**config.mk**
```make
export PLATFORM = sky130hd
export DESIGN_NAME = m_dram_arbiter
export DESIGN_NICKNAME = d
export VERILOG_FILES = /design/src/rtl/m_dram_arbiter.sv
export SDC_FILE = /design/constraint.sdc
export NUM_CORES = 1
export LEC_CHECK = 0
export ABC_AREA = 1
export CAP_MARGIN = 20
export CORE_MARGIN = 4
export CORE_UTILIZATION = 30
export DETAILED_ROUTE_END_ITERATION = 8
export GPL_ROUTABILITY_DRIVEN = 0
export PLACE_DENSITY = 0.66
export SLEW_MARGIN = 0
export SYNTH_ARGS = -nofsm -noshare
export SYNTH_HDL_FRONTEND = slang
export SYNTH_SLANG_ARGS = --single-unit
```
**constraint.sdc**
```tcl
create_clock -name CLK -period 2 [get_ports CLK]
set_input_delay 0.4 -clock CLK [delete_from_list [all_inputs] [get_ports CLK]]
set_output_delay 0.4 -clock CLK [all_outputs]
set_load 0.03 [all_outputs]
```
**src/rtl/m_dram_arbiter.sv**
```systemverilog
// Shares one DRAM port among PTW/CPU/DMA: fixed PTW > CPU > DMA, PTW lock with idle watchdog, one access in flight.
// dram_req one cycle after the grant cycle, done one cycle after ack; stalls in ISSUE while i_dram_busy. ARB_RR_EN: CPU/DMA round-robin.
module m_dram_arbiter #(
    parameter int ADDR_W   = 32,
    parameter int DATA_W   = 32,
    parameter int LOCK_MAX = 15
) (
    input  logic                CLK,
    input  logic                RST_X,
    input  logic [2:0]          i_req,
    input  logic [2:0]          i_we,
    input  logic [3*ADDR_W-1:0] i_addr,
    input  logic [3*DATA_W-1:0] i_wdata,
    input  logic                i_ptw_lock,
    output logic [2:0]          o_gnt,
    output logic [2:0]          o_done,
    output logic [DATA_W-1:0]   o_rdata,
    output logic                o_lock_err,
    output logic                o_dram_req,
    output logic                o_dram_we,
    output logic [ADDR_W-1:0]   o_dram_addr,
    output logic [DATA_W-1:0]   o_dram_wdata,
    input  logic                i_dram_busy,
    input  logic                i_dram_ack,
    input  logic [DATA_W-1:0]   i_dram_rdata
);

    localparam int WD_W = $clog2(LOCK_MAX + 1);

    typedef enum logic [1:0] {S_IDLE, S_ISSUE, S_WAIT, S_DONE} state_t;

    state_t              state_q, state_d;
    logic [2:0]          owner_q, owner_d;
    logic                we_q, we_d;
    logic [ADDR_W-1:0]   addr_q, addr_d;
    logic [DATA_W-1:0]   wdata_q, wdata_d;
    logic [DATA_W-1:0]   rdata_q, rdata_d;
    logic                lock_q, lock_d;
    logic [WD_W-1:0]     wd_q, wd_d;
`ifdef ARB_RR_EN
    logic                rr_q, rr_d;     // 1: DMA wins the next CPU/DMA tie
`endif

    logic                wd_fire;
    logic                lock_eff;
    logic [2:0]          elig;
    logic [2:0]          win;
    logic                sel_we;
    logic [ADDR_W-1:0]   sel_addr;
    logic [DATA_W-1:0]   sel_wdata;

    // A watchdog expiry releases the lock in the same cycle so a waiting master is granted at once.
    assign wd_fire  = (state_q == S_IDLE) && lock_q && !i_req[0] && (wd_q == WD_W'(LOCK_MAX - 1));
    assign lock_eff = lock_q && i_ptw_lock && !wd_fire;
    assign elig     = lock_eff ? {2'b00, i_req[0]} : i_req;

    always_comb begin
        win = 3'b000;
        if (elig[0]) begin
            win = 3'b001;
        end else if (elig[1] && elig[2]) begin
`ifdef ARB_RR_EN
            win = rr_q ? 3'b100 : 3'b010;
`else
            win = 3'b010;
`endif
        end else if (elig[1]) begin
            win = 3'b010;
        end else if (elig[2]) begin
            win = 3'b100;
        end
    end

    always_comb begin
        sel_we    = 1'b0;
        sel_addr  = '0;
        sel_wdata = '0;
        for (int k = 0; k < 3; k++) begin
            if (win[k]) begin
                sel_we    = i_we[k];
                sel_addr  = i_addr[k*ADDR_W +: ADDR_W];
                sel_wdata = i_wdata[k*DATA_W +: DATA_W];
            end
        end
    end

    always_comb begin
        state_d = state_q;
        owner_d = owner_q;
        we_d    = we_q;
        addr_d  = addr_q;
        wdata_d = wdata_q;
        rdata_d = rdata_q;
        lock_d  = lock_q;
        wd_d    = wd_q;
`ifdef ARB_RR_EN
        rr_d    = rr_q;
`endif
        case (state_q)
            S_IDLE: begin
                if (|win) begin
                    state_d = S_ISSUE;
                    owner_d = win;
                    we_d    = sel_we;
                    addr_d  = sel_addr;
                    wdata_d = sel_wdata;
`ifdef ARB_RR_EN
                    if (win[1]) rr_d = 1'b1;
                    if (win[2]) rr_d = 1'b0;
`endif
                end
            end
            S_ISSUE: begin
                if (!i_dram_busy) state_d = S_WAIT;
            end
            S_WAIT: begin
                if (i_dram_ack) begin
                    state_d = S_DONE;
                    if (!we_q) rdata_d = i_dram_rdata;
                end
            end
            S_DONE: begin
                state_d = S_IDLE;
                owner_d = 3'b000;
                if (owner_q[0] && i_ptw_lock) lock_d = 1'b1;
            end
            default: state_d = S_IDLE;
        endcase

        if (!i_ptw_lock || wd_fire) lock_d = 1'b0;

        if (!lock_d) begin
            wd_d = '0;
        end else if (state_q == S_IDLE && win[0]) begin
            wd_d = '0;
        end else if (state_q == S_IDLE && lock_q && !i_req[0]) begin
            wd_d = wd_q + WD_W'(1);
        end
    end

    always_ff @(posedge CLK or negedge RST_X) begin
        if (!RST_X) begin
            state_q <= S_IDLE;
            owner_q <= 3'b000;
            we_q    <= 1'b0;
            addr_q  <= '0;
            wdata_q <= '0;
            rdata_q <= '0;
            lock_q  <= 1'b0;
            wd_q    <= '0;
`ifdef ARB_RR_EN
            rr_q    <= 1'b0;
`endif
        end else begin
            state_q <= state_d;
            owner_q <= owner_d;
            we_q    <= we_d;
            addr_q  <= addr_d;
            wdata_q <= wdata_d;
            rdata_q <= rdata_d;
            lock_q  <= lock_d;
            wd_q    <= wd_d;
`ifdef ARB_RR_EN
            rr_q    <= rr_d;
`endif
        end
    end

    assign o_gnt        = (state_q == S_ISSUE || state_q == S_WAIT) ? owner_q : 3'b000;
    assign o_done       = (state_q == S_DONE) ? owner_q : 3'b000;
    assign o_rdata      = rdata_q;
    assign o_lock_err   = wd_fire;
    assign o_dram_req   = (state_q == S_ISSUE) && !i_dram_busy;
    assign o_dram_we    = we_q;
    assign o_dram_addr  = addr_q;
    assign o_dram_wdata = wdata_q;

endmodule
```
== Word level (Yosys, flattened, before mapping) ==
Cells that the tools add are included.
Word-level totals
  flip-flop bits (word level): 107
  latch bits: 0
  bits in writable memories: 0
  bits in read-only memories: 0
  input bits: 235
  word-level logic and storage cells: 68
  memories kept: 0
Cells by class
  add/subtract/negate cells: 1
  multiply operators: 0
  div/mod/pow operators: 0
  $lt $le $gt $ge: 0
  eq/ne operators: 8
  shift operators: 0
  muxes and demuxes: 28
  bitwise logic cells: 1
  reduce and logical (&&, ||, !) cells: 22
Operator list (number)
  two-way mux 32 bit: 6
  two-way mux 3 bit: 8
  two-way mux 4 bit: 3
  logical AND 1 bit: 9
  one-hot mux 2 bit (4 select lines): 1
  two-way mux 1 bit: 6
  two-way mux 2 bit: 3
  one-hot mux 3 bit (2 select lines): 1
  AND reduction 3 bit: 2
  adder 4 x 1 -> 4 bit (second input constant): 1
  == test 2 bit (second input constant): 2
  == test 4 bit (second input constant): 1
  zero test 1 bit: 4
  inequality test 2 bit (second input constant): 2
  AND reduction 2 bit: 2
  inequality test 3 x 1 -> 1 bit (second input constant): 1
  OR reduction 3 bit: 1
  == test 2 x 1 -> 1 bit (second input constant): 1
  zero test 2 bit: 1
  logical OR 1 bit: 2
  inequality test 2 x 1 -> 1 bit (second input constant): 1
  nonzero test 2 bit: 1
  NOT 1 bit: 1

== Logic depth before layout (Yosys ltp) ==
  depth in word-level cells: 14
  depth in mapped cells: 15
  mapped depth without buffers: 12

== Worst setup path before layout ==
OpenSTA, ideal clock, no wires.
  kind: register to register
  from: register state_q[0]
  to: register addr_q[11] (netlist: o_dram_addr[11])
  library setup time: 0.117 ns
  data arrival time: 1.738 ns
  data required time: 1.883 ns
  slack: 0.145 ns
  cell stages (with the launch flop): 15
  path buffers: 3
  clock period less this slack: 1.855 ns
  path through: dfrtp_1 inv_1 ha_1 buf_4 nand2_4 nor2_4 nand2_4 nand2_4 nand2_1 nand3_1 nand2_2 buf_4 buf_2 nand2_1 nand2_1
Between the ends
  word-level cells in the longest chain between the ends: 13
  elaborated cells on any way between the ends: 17
  those cells by class: mux (8); reduce/logical (9)
RTL lines
  start, declared: line 32  | state_t state_q, state_d;
  start signal, assigned: line 155  | state_q <= state_d;
  zero test 2 bit (*): line 53, 99
  logical AND 1 bit (3 in series): line 53  | assign wd_fire = (state_q == S_IDLE) && lock_q && !i_req[0] && (wd_q == WD_W'(LOCK_MAX - 1));
  zero test 1 bit: line 54  | assign lock_eff = lock_q && i_ptw_lock && !wd_fire;
  logical AND 1 bit: line 54
  two-way mux 3 bit: line 55  | assign elig = lock_eff ? {2'b00, i_req[0]} : i_req;
  two-way mux 3 bit, or another cell as far along: line 69  | end else if (elig[2]) begin
  two-way mux 3 bit, on equally long branches: line 67, 61
  two-way mux 3 bit, on equally long branches: line 61, 59
  two-way mux 3 bit or two-way mux 32 bit (tied branches): line 59, 79
  OR reduction 3 bit or two-way mux 32 bit (tied branches): line 101, 79
  AND reduction 2 bit (no line) or two-way mux 32 bit (tied branches)
  end signal, assigned: line 158  | addr_q <= addr_d;
  end, declared: line 35  | logic [ADDR_W-1:0] addr_q, addr_d;
Mark *: on every way between the ends. The rest lies on a longest branch, timed or not.
A chain may end at the register's enable or synchronous reset.

== Worst setup path in the final report ==
  from: register state_q[0]
  to: output port o_lock_err
Between the ends
  word-level cells in the longest chain between the ends: 4
RTL lines
  zero test 2 bit: line 53
  logical AND 1 bit (3 in series): line 53
  end, declared: line 18  | output logic o_lock_err,
Every way passes these cells.

==> results.yml <==
worst_setup_path:
  crit_fanout: 5
  r2r_setup_slack_ns: 0.15
  critPathArrivalTime_ns: 1.48
  worst_r2r_startpoint: "state_q[0]$_DFFE_PN0P_"
  worstRegToRegCells: 13
  setup.worst_path.start_class: "flop"
  timing.critical_path.from: "state_q[0]$_DFFE_PN0P_"
  worst-setup-path-type: "flop to output pin"
  required_ns: 1.60
  reg_to_reg_endpoint: "o_dram_addr[20]$_DFFE_PN0P_"
  worstSetupEndpoint: "o_lock_err"
  worstSetupEndpointType: "output pin"
pwr:
  p_sw_w: 0.00564
  total_leakage_power_nw: 5.13
  power.clock.fraction_pct: 13.8
  p_per_area_mw_per_mm2: 1230
  vdd_drop_max_mv: 0.486
  fraction_of_power_spent_switching_nets_pct: 44.0
  design_power_total_w: 0.0128
  p_int_w: 0.00718
  comb_power_share_pct: 57.8
  seq_power_share_pct: 28.5
routing:
  met3_length_um: 1610
  drc_errors: 0
  wl_um: 22900
  maxUsedRoutingLayer: "met4"
  route.detailed.vias_per_inst: 4.65
  route.antenna.remaining_nets: 0
  drt_pre_antenna_iters: 5
  post_drt_wl_per_cell_um: 15.6
  drt-met1-wl_um: 9860
  vias: 6819
  met2_wirelength_um: 10900
  drt-initial-drc-count: 315
cts:
  cts_root_buffer: "sky130_fd_sc_hd__clkbuf_16"
  clock_insertion_delay_worst_skew_ns: 0.36
  cts.sink_count: 107
  cts_made_buffers: 9
  clkTransAtPathRegs_ns: 0.08
  tritoncts: "built"
  ctsLongestPathBuffers: 2
  cts_htree_levels: 3
  cts.repair_timing.setup_buffer_count: 0
finish:
  n_antenna_cell: 0
  fillCellCount: 2100
  multi_input_area_mm2: 0.00306
  regArea_mm2: 0.00268
  finish.net_count: 1428
  finish.cell_count_without_fillers: 1466
  drive_gt1_share_pct: 8.48
  area_delta_synth_final_pct: 64.0
placed_design:
  buffer_ports.inserted: 339
  place.detailed.hpwl_um: 16600
  place_inst: 1448
yosys:
  yosysWarningCount: 0
  avgSynthCellArea_um2: 7.25
  syn_area_mm2: 0.00636
  main_area_contributors_after_synthesis: "sky130_fd_sc_hd__dfrtp_1 42%, sky130_fd_sc_hd__nand2_1 24%, sky130_fd_sc_hd__nand4_1 13%"
  postSynthRegisterBits: 107
  synth-edff-count: 0
  synth_top_cell_area_share_pct: 42.1
  postSynthCellCount: 877
  sequential_fraction_of_the_synthesis_area_pct: 42.1
  async_reset_ff_share_pct: 100
  synth_area_leader_cell: "sky130_fd_sc_hd__dfrtp_1"
  mappedNetlistNets: 1119
  number_of_distinct_library_cells_after_synthesis: 24
  postSynth.topFlopCell: "sky130_fd_sc_hd__dfrtp_1"
floorplanning:
  die_width_um: 154
  die_area_mm2: 0.0236
  design.portCount: 340
  chipHeight_um: 154
  core-area_mm2: 0.0210
  start_util_pct: 30.4
  fp-row-count: 53
sta:
  skew_ns: 0.00933
  post-route-min-period_ns: 1.88
  finalCritPeriodShare_pct: 94.1
  pins_over_slew_limit: 0
  rsz0062_at_grt: "false"
  setup_viol_count_final: 0
  timing.max_slew.rel_slack_pct: 62.0
  final_hold_vio_count: 0
  maximum_operating_frequency_ghz: 0.531
  worst-slew-pin-transition_ns: 0.570
global_routing:
  grt_first_pass_wirelength_um: 35100
  pin_count_of_the_biggest_net_entering_global_routing: 106
  first_global_vias: 6491
  grt_overflow: 0
  track_usage_pct: 18.3
  antenna_found_initial: 0
status:
  status: "finished, final reports clean"
flow_run:
  drv.max_cap_violation_count: 0
min_path:
  hold_path.class: "input port to async pin"
[critical path, stage by stage (launching register included)]
cell and delay, ns:
sky130_fd_sc_hd__dfrtp_1 0.41, sky130_fd_sc_hd__inv_2 0.10, sky130_fd_sc_hd__ha_4 0.15, sky130_fd_sc_hd__nand2_4 0.07, sky130_fd_sc_hd__nor2_4 0.10, sky130_fd_sc_hd__nand2_4 0.08, sky130_fd_sc_hd__inv_1 0.06, sky130_fd_sc_hd__buf_4 0.15
[flip-flops by register name, indices dropped and copies added, names as in the netlist]
| name | cells |
|---|---|
| o_dram_addr | 32 |
| o_dram_wdata | 32 |
| o_rdata | 32 |
| wd_q | 4 |
| owner_q | 3 |
| state_q | 2 |
| lock_q | 1 |
| o_dram_we | 1 |
[worst min path at each step]
stage / start / endpoint / cells after the start
after global placement: RST_X / o_dram_addr[25]$_DFFE_PN0P_ / 1
after CTS: RST_X / o_dram_addr[25]$_DFFE_PN0P_ / 2
after detailed placement: RST_X / o_dram_addr[25]$_DFFE_PN0P_ / 1
after global routing: RST_X / o_dram_addr[25]$_DFFE_PN0P_ / 2
after floorplan: RST_X / lock_q$_DFF_PN0_ / 0
final: RST_X / o_dram_addr[25]$_DFFE_PN0P_ / 2
[cell usage after synthesis, drive strengths merged, types with 3 or more instances]
| library cell | number |
|---|---|
| clkbuf | 22 |
| dfrtp | 107 |
| buf | 46 |
| a21oi | 4 |
| nand4 | 132 |
| mux2 | 32 |
| nand2 | 416 |
| nand3 | 10 |
| inv | 83 |
| ha | 7 |
| nor2 | 10 |
| or2 | 3 |
[metrics by stage]
step | setup slack [ns] | setup TNS, ns | area, um2 | util (%) | hold WS (ns)
6_report | 0.117 | 0 | 10400 | 49.8 | 0.378
5_1_grt | 0.00679 | 0 | 10400 | 49.8 | 0.379
4_1_cts | 0.000849 | 0 | 10400 | 49.7 | 0.372
3_5_place_dp | -0.0147 | -0.117 | 10100 | 48.2 | 0.198
3_3_place_gp | 0.0238 | 0 | 10100 | 48.2 | 0.197
2_1_floorplan | 0.145 | 0 | 6360 | - | 0.104
[repair_timing]
item,in CTS,in global routing
endpoints found under the hold margin,2,0
hold buffers,1,0
gates resized for setup,20,12
setup endpoints to repair,7,73
cloned,0,1
[cells in the final DEF (no fill, tap or decap), types with 5 or more instances in the layout]
| cell | synthesis | final |
|---|---|---|
| sky130_fd_sc_hd__inv_1 | 81 | 79 |
| sky130_fd_sc_hd__nand2_1 | 411 | 411 |
| sky130_fd_sc_hd__buf_2 | 22 | 5 |
| sky130_fd_sc_hd__clkdlybuf4s50_1 | 0 | 328 |
| sky130_fd_sc_hd__nor2_1 | 9 | 8 |
| sky130_fd_sc_hd__clkbuf_16 | 0 | 10 |
| sky130_fd_sc_hd__dfrtp_1 | 107 | 107 |
| sky130_fd_sc_hd__buf_12 | 0 | 13 |
| sky130_fd_sc_hd__buf_4 | 6 | 14 |
| sky130_fd_sc_hd__nand4_1 | 132 | 132 |
| sky130_fd_sc_hd__nand3_1 | 10 | 10 |
| sky130_fd_sc_hd__mux2_2 | 32 | 32 |
| sky130_fd_sc_hd__ha_1 | 7 | 6 |
[metal layers]
| layer | track usage [%] | up-vias |
|---|---|---|
| met5 | 0 | - |
| met4 | 5.76 | 0 |
| met3 | 4.56 | 30 |
| met2 | 30.5 | 252 |
| met1 | 23.4 | 3106 |
| li1 | - | 3431 |
[cell families after synthesis]
| logic type | count (synthesis) | share of synthesized area, % |
|---|---|---|
| fa+ha+maj | 7 | 1.38 |
| flops | 107 | 42.1 |
| xor+xnor | 3 | 0.413 |
| simple gates | 571 | 39.7 |
| mux | 32 | 5.66 |
| compound gates | 5 | 0.492 |
| buf+inv | 152 | 10.2 |
[layout make-up]
cell class	count	area share, %
Inverter	84	3.09
Sequential cell	107	25.7
Timing Repair Buffer	366	35.9
Clock inverter	6	0.540
Multi-Input combinational cell	618	29.3
Tap cell	275	3.30
Clock buffer	10	2.19
[power by group through the flow]
stage | Clock, W | Combinational [W] | Sequential [W]
after floorplan | 0 | 0.00227 | 0.00547
final | 0.00177 | 0.00741 | 0.00365
after detailed placement | 0 | 0.00734 | 0.00368
after global placement | 0 | 0.00725 | 0.00365
after global routing | 0.00191 | 0.00792 | 0.00379
after CTS | 0.00182 | 0.00735 | 0.00366
No activity file was read; power rests on OpenSTA's default activity.
